<file path="src/rtl/seq_alu.sv">
// Handshaked multi-cycle ALU: bitwise/add/sub in one clock, shifts and rotates
// one bit per clock, with a carry-flag register for multi-precision chaining.
module seq_alu #(
    parameter int unsigned WIDTH = 8
) (
    input  logic             clk,
    input  logic             rst_n,
    input  logic             in_valid,
    output logic             in_ready,
    input  logic [WIDTH-1:0] a,
    input  logic [WIDTH-1:0] b,
    input  logic [3:0]       op,
    input  logic             use_flag,
    input  logic             cin,
    output logic             out_valid,
    input  logic             out_ready,
    output logic [WIDTH-1:0] q,
    output logic             cout,
    output logic             zero,
    output logic             neg,
    output logic             ovf,
    output logic             cflag
);

    localparam int unsigned SHW = $clog2(WIDTH);

    typedef enum logic [1:0] {
        S_IDLE,
        S_SHIFT,
        S_DONE
    } state_t;

    state_t           state_q;
    logic             in_ready_q;
    logic             out_valid_q;
    logic [WIDTH-1:0] wreg_q;
    logic [SHW-1:0]   count_q;
    logic [2:0]       sop_q;
    logic             carry_q;
    logic [WIDTH-1:0] q_q;
    logic             cout_q;
    logic             zero_q;
    logic             neg_q;
    logic             ovf_q;
    logic             cflag_q;

    logic             c_eff;
    logic [SHW-1:0]   n;
    logic [WIDTH-1:0] bb;
    logic             cb;
    logic [WIDTH:0]   sum;
    logic [WIDTH-1:0] logic_r;
    logic [WIDTH-1:0] step_w;
    logic             step_c;
    logic             start_shift;
    logic             load;
    logic [WIDTH-1:0] q_d;
    logic             cout_d;
    logic             ovf_d;

    always_comb begin
        c_eff = use_flag ? cflag_q : cin;
        n     = b[SHW-1:0];
        bb    = op[1] ? ~b : b;
        // op[1:0]: 00 -> +0, 10 -> +1 (two's complement), x1 -> +c_eff
        cb    = op[0] ? c_eff : op[1];
        sum   = {1'b0, a} + {1'b0, bb} + {{WIDTH{1'b0}}, cb};

        case (op[1:0])
            2'b00:   logic_r = a & b;
            2'b01:   logic_r = a | b;
            2'b10:   logic_r = a ^ b;
            default: logic_r = ~(a & b);
        endcase

        // carry_q holds the RLC/RRC ring bit and doubles as "last bit out"
        case (sop_q)
            3'b001:  step_w = {wreg_q[WIDTH-2:0], wreg_q[WIDTH-1]};
            3'b010:  step_w = {wreg_q[WIDTH-2:0], carry_q};
            3'b100:  step_w = {1'b0, wreg_q[WIDTH-1:1]};
            3'b101:  step_w = {wreg_q[0], wreg_q[WIDTH-1:1]};
            3'b110:  step_w = {wreg_q[WIDTH-1], wreg_q[WIDTH-1:1]};
            3'b111:  step_w = {carry_q, wreg_q[WIDTH-1:1]};
            default: step_w = {wreg_q[WIDTH-2:0], 1'b0};
        endcase
        step_c = sop_q[2] ? wreg_q[0] : wreg_q[WIDTH-1];

        start_shift = (state_q == S_IDLE) && in_valid && op[3] && (n != '0);
        load = ((state_q == S_IDLE) && in_valid && !start_shift)
            || ((state_q == S_SHIFT) && (count_q == SHW'(1)));

        if (state_q == S_SHIFT) begin
            q_d    = step_w;
            cout_d = step_c;
            ovf_d  = 1'b0;
        end else if (op[3]) begin
            q_d    = a;
            cout_d = c_eff;
            ovf_d  = 1'b0;
        end else if (op[2]) begin
            q_d    = sum[WIDTH-1:0];
            cout_d = sum[WIDTH];
            ovf_d  = (a[WIDTH-1] == bb[WIDTH-1]) && (sum[WIDTH-1] != a[WIDTH-1]);
        end else begin
            q_d    = logic_r;
            cout_d = 1'b0;
            ovf_d  = 1'b0;
        end
    end

    always_ff @(posedge clk or negedge rst_n) begin
        if (!rst_n) begin
            state_q     <= S_IDLE;
            in_ready_q  <= 1'b1;
            out_valid_q <= 1'b0;
            wreg_q      <= '0;
            count_q     <= '0;
            sop_q       <= '0;
            carry_q     <= 1'b0;
            q_q         <= '0;
            cout_q      <= 1'b0;
            zero_q      <= 1'b0;
            neg_q       <= 1'b0;
            ovf_q       <= 1'b0;
            cflag_q     <= 1'b0;
        end else begin
            case (state_q)
                S_IDLE: begin
                    if (in_valid) begin
                        in_ready_q <= 1'b0;
                        if (start_shift) begin
                            state_q <= S_SHIFT;
                            wreg_q  <= a;
                            carry_q <= c_eff;
                            count_q <= n;
                            sop_q   <= op[2:0];
                        end else begin
                            state_q     <= S_DONE;
                            out_valid_q <= 1'b1;
                        end
                    end
                end
                S_SHIFT: begin
                    wreg_q  <= step_w;
                    carry_q <= step_c;
                    count_q <= count_q - SHW'(1);
                    if (count_q == SHW'(1)) begin
                        state_q     <= S_DONE;
                        out_valid_q <= 1'b1;
                    end
                end
                S_DONE: begin
                    if (out_ready) begin
                        state_q     <= S_IDLE;
                        out_valid_q <= 1'b0;
                        in_ready_q  <= 1'b1;
                    end
                end
                default: begin
                    state_q     <= S_IDLE;
                    out_valid_q <= 1'b0;
                    in_ready_q  <= 1'b1;
                end
            endcase

            if (load) begin
                q_q     <= q_d;
                cout_q  <= cout_d;
                zero_q  <= (q_d == '0);
                neg_q   <= q_d[WIDTH-1];
                ovf_q   <= ovf_d;
                cflag_q <= cout_d;
            end
        end
    end

    assign in_ready  = in_ready_q;
    assign out_valid = out_valid_q;
    assign q         = q_q;
    assign cout      = cout_q;
    assign zero      = zero_q;
    assign neg       = neg_q;
    assign ovf       = ovf_q;
    assign cflag     = cflag_q;

endmodule

</file>
<file path="config.mk">
export PLATFORM = sky130hd
export DESIGN_NAME = seq_alu
export DESIGN_NICKNAME = d
export VERILOG_FILES = /design/src/rtl/seq_alu.sv
export SDC_FILE = /design/constraint.sdc
export NUM_CORES = 1
export LEC_CHECK = 0
export CAP_MARGIN = 20
export CORE_ASPECT_RATIO = 0.5
export CORE_UTILIZATION = 50
export DETAILED_ROUTE_END_ITERATION = 6
export PLACE_DENSITY = 0.77
export REMOVE_ABC_BUFFERS = 1
export SLEW_MARGIN = 20
export SYNTH_ARGS = -nofsm -noshare
export SYNTH_HDL_FRONTEND = slang
export SYNTH_SLANG_ARGS = --single-unit
</file>
<file path="constraint.sdc">
create_clock -name clk -period 2.4 [get_ports clk]
set_input_delay 0.48 -clock clk [delete_from_list [all_inputs] [get_ports clk]]
set_output_delay 0.48 -clock clk [all_outputs]
set_load 0.05 [all_outputs]
</file>
==> reports/results.ini <==
[global_routing]
grt_overflow = 0
grt_max_degree = 32
grt_pass1_vias = 2971
grt_use_total = 0.3090
grt_first_pass_wirelength_um = 14370
antenna_found_initial = 0

[synthesis]
ys_seq_elements = 30
ys_warn_count = 0
async_reset_ff_frac = 1.000
synth_compound_gate_area_share = 0.2323
netlist_area_um2 = 2870
synth-adder-area-share = 0.1273
muxShareOfSynthArea = 0.09547
yosysUniqueCellTypes = 63
netlist_instances = 317
synth_area_per_cell_um2 = 9.054
synth_xor_area_frac = 0.03662
synth_edf_count = 0
yosysSeqAreaShare = 0.2620
synth_simple_gate_area_frac = 0.1635
synth_flop_cell = dfrtp_1
synth_top_family_by_area = compound AO/OA/AOI/OAI gates

[finish]
fin_cells = 486
syn_to_final_growth_pct = 43.11
drive_above_1_share = 0.3245
final_common_cell = buf_4
diodes = 0
fillCellCount = 348
fin_nets = 466
layout_common_cells = 65 x buf_4, 29 x dfrtp_1, 28 x clkdlybuf4s50_1

[sta]
setup_viol = 7
worst_slew_pin_slew_ns = 0.7113
hold_slack_ns = 0.4941
finalCriticalPeriod_ns = 2.917
timing.final.ws_setup_ns = -0.5166
rsz0062_at_grt = true
maxSlewViolCount = 0
slew_headroom = 0.5258
clock.fmax_ghz = 0.3429
timing_hold_violations_final = 0
finalClockSkew_ns = 0.007650
setup_tns_ns = -1.890
post-route-period-util = 1.215

[floorplan]
dieArea_um2 = 6066
io_pins = 41
dieHeight_um = 55.58
start_util = 0.5204
rows = 19
core-area_um2 = 5515
die_x_um = 109.2

[power]
vdd_drop_max_mv = 0.8536
p_int_w = 0.002274
p_total_w = 0.004285
pwr_density_cell_nw_per_um2 = 1043
p_leak_nw = 1.878
p_sw_frac = 0.4692
power.clock.fraction = 0.151
pwr-share-comb = 0.609
p_switching_w = 0.002010
seqPwrFrac = 0.241

[clocking]
cts_tree = built
clock_path_buffers = 2
clk_latency_ns = 0.28
cts_hold_repair.buffers = 0
clk_pin_slew_ns = 0.06
cts-root-buf = clkbuf_16
clock-sinks = 30
cts_max_level = 2
cts_made_buffers = 5

[detailed_routing]
drc = 0
wirelength_um = 10430
vias = 3138
wl_per_cell_um = 21.47
via_per_inst = 6.457
firstDrtPassIters = 5
drt-initial-drc-count = 393
detail-route-antenna-nets = 0

[worst_setup_path]
arrival_ns = 3.10
crit_path_max_fanout = 2
worstSetupPathType = flop to flop
critPathCaptureType = flop
start_kind = flop
ff2ff_setup_slack_ns = -0.52
cp.required_ns = 2.59

[placement]
finalWeightedCongestion = 0.9204
io_buffers = 40
dp_hpwl_um = 6016
place_ws_ns = -1.200
dp_cells = 471

[run_status]
status = finished with violations
violations = negative setup slack

[job]
drv_cap = 0

[worst_hold_path]
hp-class = flop to flop

==> power by group through the flow <==
stage | registers, W | clock network (W) | logic (W)
2_1_floorplan | 0.00135 | 0 | 0.000983
3_3_place_gp | 0.000963 | 0 | 0.00218
3_5_place_dp | 0.000987 | 0 | 0.00223
4_1_cts | 0.000991 | 0.000628 | 0.00235
5_1_grt | 0.00104 | 0.000670 | 0.00271
6_report | 0.00103 | 0.000645 | 0.00261
==> critical path, stage by stage, from the launching register on <==
cell and delay [ns]:
dfrtp_1 0.38, mux2_4 0.29, mux2i_4 0.15, fa_2 0.24, inv_2 0.04, fa_2 0.37
a211oi_4 0.29, o21bai_2 0.12, a2111oi_2 0.46, a211o_1 0.20, o211ai_2 0.08, o32ai_2 0.21
==> cell usage after synthesis, types with 3 or more instances <==
| cell | count | area share |
|---|---|---|
| dfrtp_1 | 29 | 0.25 |
| ha_1 | 26 | 0.11 |
| a21oi_1 | 24 | 0.042 |
| inv_1 | 24 | 0.031 |
| nor2_1 | 21 | 0.027 |
| nand2_1 | 19 | 0.025 |
| mux2i_1 | 15 | 0.052 |
| o21ai_0 | 13 | 0.023 |
| mux2_2 | 11 | 0.043 |
| nand2b_1 | 10 | 0.022 |
| xor2_1 | 8 | 0.024 |
| buf_2 | 7 | 0.012 |
| nor2b_1 | 7 | 0.015 |
| buf_6 | 6 | 0.024 |
| o211ai_1 | 6 | 0.016 |
| a211o_1 | 5 | 0.015 |
| a31oi_1 | 5 | 0.011 |
| buf_4 | 5 | 0.013 |
| nor3_1 | 5 | 0.0087 |
| a211oi_1 | 4 | 0.010 |
| a21o_1 | 4 | 0.010 |
| xnor2_1 | 4 | 0.012 |
| and3b_1 | 3 | 0.0092 |
| nand3_1 | 3 | 0.0052 |
| nand3b_1 | 3 | 0.0078 |
| o21ai_1 | 3 | 0.0052 |
==> routing by layer <==
layer,vias to the layer above,track usage,wire length (um)
met2,267,0.5103,4786
met4,0,0.1100,595
met1,1468,0.3890,4026
met3,84,0.08314,1024
li1,1319,-,-
met5,-,0,0
==> flip-flops by register name (all words and copies together) (netlist names) <==
register / cells
count_q: 3
cflag: 1
wreg_q: 8
sop_q: 3
q: 8
carry_q: 1
ovf: 1
state_q: 2
out_valid: 1
in_ready: 1
zero: 1
==> cell families after synthesis <==
| family | after synthesis |
|---|---|
| AO/OA/AOI/OAI | 91 |
| adder cells (fa/ha/maj) | 28 |
| multiplexers | 26 |
| buffers and inverters | 44 |
| flip-flops | 30 |
| AND/OR/NAND/NOR | 86 |
| XOR/XNOR | 12 |
==> worst paths after layout <==
check / to / depth (start not counted) / start
min in group asynchronous: q[0] / 2 / rst_n
hold / removal: ovf / 2 / ovf
setup / recovery: zero / 11 / cflag
setup reg to reg: zero / 11 / cflag
hold reg to reg: ovf / 2 / ovf
max in group asynchronous: in_ready / 2 / rst_n
==> layout make-up <==
cell class,instances,area [um2],area share
inverters,24,90.09,0.02193
clock inverters,1,5.005,0.001218
multi-input cells,243,2090,0.5087
well taps,73,91.34,0.02224
clock buffers,7,142.6,0.03472
flip-flops and latches,30,752.0,0.1831
repair buffers,108,937.1,0.2281
==> stage by stage <==
stage / utilization / instance area, um2
2_1_floorplan: - / 2723
3_3_place_gp: 0.6681 / 3685
3_5_place_dp: 0.6681 / 3685
4_1_cts: 0.7226 / 3985
5_1_grt: 0.7448 / 4108
6_report: 0.7448 / 4108
==> timing repair <==
action / CTS / global route
hold endpoints to repair: 0 / 0
buffers inserted: 5 / 4
setup endpoints to repair: 11 / 10
resized for setup: 41 / 33
pin swaps: 21 / 21
Power figures use the tool's default switching activity.
